`config.mk`:
```
export PLATFORM = sky130hd
export DESIGN_NAME = simd_regfile_wb_arbiter
export DESIGN_NICKNAME = d
export VERILOG_FILES = /design/src/rtl/simd_regfile_pkg.sv /design/src/rtl/bsg_two_fifo.sv /design/src/rtl/simd_regfile_wb_arbiter.sv
export SDC_FILE = /design/constraint.sdc
export NUM_CORES = 1
export LEC_CHECK = 0
export BUFFER_PORTS_ARGS = -buffer_cell sky130_fd_sc_hd__buf_2
export CORE_MARGIN = 1.5
export CORE_UTILIZATION = 56
export CTS_BUF_LIST = sky130_fd_sc_hd__clkbuf_8
export DETAILED_ROUTE_END_ITERATION = 8
export GPL_TIMING_DRIVEN = 0
export HOLD_SLACK_MARGIN = 0.15
export PLACE_DENSITY = 0.94
export SLEW_MARGIN = 20
export SYNTH_ARGS = -nofsm -noshare
export SYNTH_HDL_FRONTEND = slang
export SYNTH_HIERARCHICAL = 1
export SYNTH_SLANG_ARGS = --single-unit
```
`constraint.sdc`:
```
create_clock -name clk_i -period 10.25 [get_ports clk_i]
set_clock_uncertainty 0.2 [all_clocks]
set_input_delay 1.025 -clock clk_i [delete_from_list [all_inputs] [get_ports clk_i]]
set_output_delay 1.025 -clock clk_i [all_outputs]
set_load 0.01 [all_outputs]
```
`src/rtl/simd_regfile_pkg.sv`:
```
// Shared lane/group constants and the lane write-mask helper for the SIMD FP register file.
// Lane index is addr[1:0], group index is addr[4:2].
package simd_regfile_pkg;

  localparam int simd_lanes_gp      = 4;
  localparam int simd_group_bits_gp = 3;
  localparam int simd_addr_bits_gp  = 5;

  function automatic logic [simd_lanes_gp-1:0] lane_mask(input logic simd, input logic [1:0] lane);
    logic [simd_lanes_gp-1:0] one;
    one = 4'b0001;
    return simd ? {simd_lanes_gp{1'b1}} : (one << lane);
  endfunction

endpackage

```
`src/rtl/bsg_two_fifo.sv`:
```
// Two-entry FIFO, registered head (no enqueue->dequeue bypass), latency 1.
// ready_o is ~full only; a same-cycle dequeue does not free a slot for the producer until the next cycle.
module bsg_two_fifo #(
  parameter int width_p = 8
) (
  input  logic               clk_i,
  input  logic               reset_i,
  input  logic               v_i,
  input  logic [width_p-1:0] data_i,
  output logic               ready_o,
  output logic               v_o,
  output logic [width_p-1:0] data_o,
  input  logic               yumi_i
);

  logic [1:0][width_p-1:0] mem;
  logic                    wr_ptr;
  logic                    rd_ptr;
  logic [1:0]              count;
  logic                    enq;
  logic                    deq;

  assign ready_o = (count != 2'd2);
  assign v_o     = (count != 2'd0);
  assign data_o  = mem[rd_ptr];
  assign enq     = v_i & ready_o;
  assign deq     = yumi_i & v_o;

  always_ff @(posedge clk_i) begin
    if (reset_i) begin
      wr_ptr <= 1'b0;
      rd_ptr <= 1'b0;
      count  <= 2'd0;
    end else begin
      if (enq) wr_ptr <= ~wr_ptr;
      if (deq) rd_ptr <= ~rd_ptr;
      count <= count + {1'b0, enq} - {1'b0, deq};
    end
  end

  always_ff @(posedge clk_i) begin
    if (enq) mem[wr_ptr] <= data_i;
  end

endmodule

```
`src/rtl/simd_regfile_wb_arbiter.sv`:
```
// Writeback arbiter: FPU path is combinational (latency 0), remote loads buffered 2-deep (latency >=1).
// FPU is only stalled when the buffered remote load has lost starve_limit_p arbitrations; rl_ready_o = ~full.
module simd_regfile_wb_arbiter
  import simd_regfile_pkg::*;
#(
  parameter int width_p        = 8,
  parameter int els_p          = 32,
  parameter int starve_limit_p = 4
) (
  input  logic                                  clk_i,
  input  logic                                  reset_i,
  input  logic                                  fpu_v_i,
  input  logic                                  fpu_simd_i,
  input  logic [4:0]                            fpu_addr_i,
  input  logic [simd_lanes_gp-1:0][width_p-1:0] fpu_data_i,
  output logic                                  fpu_ready_o,
  input  logic                                  rl_v_i,
  input  logic [4:0]                            rl_addr_i,
  input  logic [width_p-1:0]                    rl_data_i,
  output logic                                  rl_ready_o,
  output logic [simd_lanes_gp-1:0]              w_v_o,
  output logic [4:0]                            w_addr_o,
  output logic [simd_lanes_gp-1:0][width_p-1:0] w_data_o,
  output logic                                  busy_o
);

  localparam int cnt_w_lp = $clog2(starve_limit_p + 1);
  localparam logic [cnt_w_lp-1:0] limit_lp = cnt_w_lp'(starve_limit_p);

  typedef struct packed {
    logic [4:0]         addr;
    logic [width_p-1:0] data;
  } rl_entry_s;

  rl_entry_s                head;
  logic                     fifo_v;
  logic                     fifo_ready;
  logic                     head_v;
  logic                     deq;
  logic                     lose;
  logic                     starved;
  logic                     merge;
  logic [simd_lanes_gp-1:0] fpu_mask;
  logic [simd_lanes_gp-1:0] rl_mask;
  logic [cnt_w_lp-1:0]      starve_cnt;

  bsg_two_fifo #(.width_p($bits(rl_entry_s))) rl_fifo (
    .clk_i   (clk_i),
    .reset_i (reset_i),
    .v_i     (rl_v_i & ~reset_i),
    .data_i  ({rl_addr_i, rl_data_i}),
    .ready_o (fifo_ready),
    .v_o     (fifo_v),
    .data_o  (head),
    .yumi_i  (deq)
  );

  // During the reset cycle the FIFO may still hold stale entries; hide them.
  assign head_v      = fifo_v & ~reset_i;
  assign busy_o      = head_v;
  assign rl_ready_o  = fifo_ready | reset_i;
  assign starved     = head_v & (starve_cnt == limit_lp);
  assign fpu_ready_o = ~starved;

  assign fpu_mask = lane_mask(fpu_simd_i, fpu_addr_i[1:0]);
  assign rl_mask  = lane_mask(1'b0, head.addr[1:0]);
  assign merge    = fpu_v_i & head_v & ~starved
                  & (fpu_addr_i[4:2] == head.addr[4:2])
                  & ((fpu_mask & rl_mask) == '0);

  always_comb begin
    w_v_o    = '0;
    w_addr_o = fpu_addr_i;
    w_data_o = fpu_data_i;
    deq      = 1'b0;
    lose     = 1'b0;
    if (reset_i) begin
      w_v_o = '0;
    end else if (starved) begin
      w_v_o    = rl_mask;
      w_addr_o = head.addr;
      w_data_o = {simd_lanes_gp{head.data}};
      deq      = 1'b1;
    end else if (merge) begin
      w_v_o = fpu_mask | rl_mask;
      for (int i = 0; i < simd_lanes_gp; i++) begin
        if (rl_mask[i]) w_data_o[i] = head.data;
      end
      deq = 1'b1;
    end else if (fpu_v_i) begin
      w_v_o = fpu_mask;
      lose  = head_v;
    end else if (head_v) begin
      w_v_o    = rl_mask;
      w_addr_o = head.addr;
      w_data_o = {simd_lanes_gp{head.data}};
      deq      = 1'b1;
    end
  end

  always_ff @(posedge clk_i) begin
    if (reset_i || !head_v || deq) begin
      starve_cnt <= '0;
    end else if (lose && (starve_cnt != limit_lp)) begin
      starve_cnt <= starve_cnt + cnt_w_lp'(1);
    end
  end

endmodule

```
**After elaboration in Yosys (flattened, before gate mapping)**

Cells that the tools add are included.

- Register bits: 33
- Bits of input ports: 55
- Output and inout port bits: 44
- Logic and storage cells: 75

- Add/subtract/negate cells: 3
- Order comparisons: 3
- Equal/unequal tests: 4
- Shifts and indexed selects: 2
- Multiplexer cells: 34
- Bitwise gates (word level): 16
- Reductions and logical operators: 7

Operators with widths:

| kind | count |
|---|---|
| $mux W32 | 5 |
| $mux W13 | 3 |
| $mux W8 | 4 |
| $bwmux W26 | 1 |
| $mux W5 | 5 |
| $mux W4 | 6 |
| $demux W13 S1 | 1 |
| $and A1 B1 Y1 | 9 |
| $mux W1 | 9 |
| $shl A1 B2 Y4 const A | 2 |
| $and A4 B4 Y4 | 1 |
| $logic_not A4 Y1 | 1 |
| $lt A1 B2 Y1 const B | 2 |
| $not A1 Y1 | 4 |
| $or A4 B4 Y4 | 1 |
| $add A3 B1 Y3 const B | 1 |
| $eq A3 B3 Y1 | 1 |
| $eq A3 B3 Y1 const B | 1 |
| $ne A3 B3 Y1 const B | 1 |
| $add A2 B1 Y2 | 1 |
| $logic_and A1 B1 Y1 | 2 |
| $logic_or A1 B1 Y1 | 2 |
| $ne A2 B2 Y1 const B | 1 |
| $reduce_bool A2 Y1 | 1 |
| 4 further kinds | 4 |

**Depth between registers and ports, before layout**

- Depth in word-level cells: 12
- Gate-level depth with buffers: 15
- Depth with buffers taken out: 13

**Modules after synthesis**

The synthesis kept the hierarchy.

By module, submodules not included:

| module | times used | cells each | area an instance (um^2) | sequential area each (um^2) |
|---|---|---|---|---|
| simd_regfile_wb_arbiter | 1 | 218 | 1,574.0 | 60.1 |
| bsg_two_fifo | 1 | 63 | 1,161.1 | 860.8 |

**Worst setup path after synthesis**

Ideal clock, no wire load.

- Path kind: input-to-output
- Start point: input port fpu_addr_i[4]
- End point: output port w_data_o[10] (netlist name)
- Arrival time: 2.503 ns
- Data required time: 9.025 ns
- Setup slack: 6.522 ns
- Stages: 6
- Buffers on the path: 2
- Cell sequence: xor2_1 or4_4 buf_6 o21a_4 buf_6 a221oi_2

RTL lines:

| what | line | source |
|---|---|---|
| from (decl) | simd_regfile_wb_arbiter.sv:14 | `input logic [4:0] fpu_addr_i,` |
| to (decl) | simd_regfile_wb_arbiter.sv:23 | `output logic [simd_lanes_gp-1:0][width_p-1:0] w_data_o,` |

==> flow_summary.toml <==
[timing]
setup_repair_after_global_routing_missed_its_margin = "false"
timing_hold_violations_final = 0
finalSetupViolations = 0
drv_slew = 0
tns_ns = 0
timing.max_slew.rel_slack_pct = 53.2
holdWs_ns = 0.292
layout_min_cycle_time_ns = 4.25
final_min_period_over_clock_period_pct = 41.5
max_clock_freq_mhz = 235
tightestPinTransition_ns = 0.702

[power]
p_leak_uw = 0.00146
ir_worst_vdd_mv = 0.0979
power-per-cell-area_mw_per_mm2 = 107

[final_layout]
area_overhead_of_the_layout_relative_to_synthesis_pct = 24.5
layout.cells.most_common = "sky130_fd_sc_hd__buf_2"
final_util_pct = 72.1
layout_common_cells = "99 x sky130_fd_sc_hd__buf_2, 35 x sky130_fd_sc_hd__inv_1, 32 x sky130_fd_sc_hd__o22ai_1, 32 x sky130_fd_sc_hd__a21oi_1, 26 x sky130_fd_sc_hd__edfxtp_1"
num-nets-final = 445
post_route_cells_drive_above_1_share_pct = 44.2
n_antenna_cell = 0

[setup_path]
worst-endpoint-required_ns = 9.03
largest_fanout_on_the_critical_path = 10
timing.critical_path.cells = "buf_6, mux2_2, xor2_1, or4_4, buf_6, o21a_4, buf_6, a221oi_2, buf_2"
cp-end-kind = "output port"
worst-r2r-setup-slack_ns = 6.67
arrival_ns = 3.03
cp_startpoint_kind = "flop"
critPathMaxStageDelay_ns = 0.52
setup.worst_path.class = "flop to output port"
cp_top_family = "buffers and inverters"
cp_max_stage_cell = "sky130_fd_sc_hd__or4_4"
cp.buffers_inverters = 4
crit_path_frequent_cell = "sky130_fd_sc_hd__buf_6"

[routing]
number_of_detailed_routing_iterations_run_before_antenna_repair = 5
final_antenna_net_count = 0
drt_wl_total_mm = 7.15
drc = 0
route.vias.total = 2733
drt-initial-drc-count = 216
avgViaCountPerCell = 6.02
detailed_route_wire_length_per_cell_um = 15.7

[grt]
grt_pass1_vias = 2513
global_route.overflow_total = 0
grt_max_degree = 14
grt_use_total_pct = 27.9
antenna_found_initial = 0
global_route_wire_length_before_repair_mm = 11.6

[synthesis]
synth.yosys.warnings = 6
synth_top_area_share_pct = 28.5
synth_nets = 340
synthArstFlopShare_pct = 0
synthesized_cell_area_mm2 = 0.00274
syn_inst = 281
postSynthRegisterBits = 33
yosysTopAreaCell = "sky130_fd_sc_hd__edfxtp_1"
dominantRegCellSynth = "sky130_fd_sc_hd__edfxtp_1"
yosys-top-cells-area = "sky130_fd_sc_hd__edfxtp_1 29%, sky130_fd_sc_hd__a221oi_2 14%, sky130_fd_sc_hd__mux2_2 8.2%"
syn-mean-instance-area_um2 = 9.73
synth.distinct_cells = 42
synth_edf_count = 26
synth.yosys.seq_area_share_pct = 33.7

[clock_network]
cts_inserted_buffers = 5
clockBufferDepth = 2
htree_levels = 2
cts-root-buf = "sky130_fd_sc_hd__clkbuf_8"
cts.sinks = 33
cts.hold.buffers_added = 0
cts_resized = 0
clock_insertion_delay_worst_skew_ns = 0.28
clk_transition_reported_paths_ns = 0.06
tritoncts = "yes"
postCtsSetupBuffers = 0

[status]
run_status = "finished clean"

[floorplan]
fp.dieArea_mm2 = 0.00531
die_h_um = 72.9
ios = 99
core-area_mm2 = 0.00472
std_cell_rows = 25
die-width_um = 72.9
initial_core_util_pct = 57.9

[hold_path]
worst_hold_path_type = "flop to flop"

[run]
max_cap_violations = 0

[placed_design]
detailed_place_hpwl_mm = 5.30
port_buffers = 98
gp_congestion = 0.858
worst paths after layout:
path                                startpoint          endpoint  cells past startpoint
worst max register to register  rl_fifo/rd_ptr  rl_fifo/count[1]                     15
worst min-delay path             starve_cnt[0]     starve_cnt[0]                      1
worst max-delay path            rl_fifo/rd_ptr       w_data_o[1]                      9
worst min register to register   starve_cnt[0]     starve_cnt[0]                      1
registers in the layout (all words and copies together) (netlist names):
register / cells
rl_fifo/rd_ptr: 1
starve_cnt: 3
rl_fifo/wr_ptr: 1
rl_fifo/count: 2
rl_fifo/mem: 26
synthesized netlist by cell type (2+ instances only):
cell type                  instances
sky130_fd_sc_hd__nor3_1            3
sky130_fd_sc_hd__buf_4             3
sky130_fd_sc_hd__ha_1              4
sky130_fd_sc_hd__edfxtp_1         26
sky130_fd_sc_hd__or2_2             4
sky130_fd_sc_hd__clkbuf_1          6
sky130_fd_sc_hd__nand3_1           2
sky130_fd_sc_hd__xnor2_1           2
sky130_fd_sc_hd__mux2_2           20
sky130_fd_sc_hd__a21oi_1          32
sky130_fd_sc_hd__and2_1            2
sky130_fd_sc_hd__mux2i_1           3
sky130_fd_sc_hd__o21ai_0           2
sky130_fd_sc_hd__nand2_1           9
sky130_fd_sc_hd__o211ai_1          4
sky130_fd_sc_hd__xor2_1            6
sky130_fd_sc_hd__nor3b_1           2
sky130_fd_sc_hd__nand2b_1          2
sky130_fd_sc_hd__a221oi_1          3
sky130_fd_sc_hd__o22ai_1          32
sky130_fd_sc_hd__o221ai_1          5
sky130_fd_sc_hd__nor2b_1           7
sky130_fd_sc_hd__a221oi_2         25
sky130_fd_sc_hd__inv_1            34
sky130_fd_sc_hd__buf_1            11
sky130_fd_sc_hd__buf_6             5
sky130_fd_sc_hd__nor2_1            6
sky130_fd_sc_hd__dfxtp_1           7
routing by layer:
metal | up-vias | track usage [%] | routed length [um]
li1 | 1292 | - | -
met1 | 1297 | 36.1 | 3140
met2 | 127 | 47.1 | 3460
met3 | 17 | 4.14 | 358
met4 | 0 | 10.9 | 188
met5 | - | 0 | 0
cell families after synthesis:
kind of cell    synth area share (%)
buf+inv                         10.1
compound gates                  32.8
simple gates                    9.24
mux                             9.88
flops                           33.7
fa+ha+maj                       1.83
xor+xnor                        2.56
power by group:
| part | switching, uW | total (uW) | internal [uW] |
|---|---|---|---|
| registers | 2.61 | 153 | 150 |
| clock network | 44.9 | 98.3 | 53.5 |
| logic | 62.8 | 113 | 50.1 |
cell type report:
type	instances	area, um^2
fillers	351	1320
plain buffers	26	148
repair buffers	98	490
clock inverters	2	11.3
multi-input cells	188	1540
well taps	67	83.8
clock buffers	6	82.6
inverters	34	128
flip-flops and latches	33	921
per-stage QoR:
stage               cells  worst slack, ns  total power [uW]  area, um^2
finish                454             6.00               364        3410
global route          454             5.91               382        3410
CTS                   454             6.02               366        3400
detailed placement    446             6.21               267        3310
global placement      446             6.22               262        3310
floorplan             281             6.52               226        2740
(Power assumes the default switching activity.)
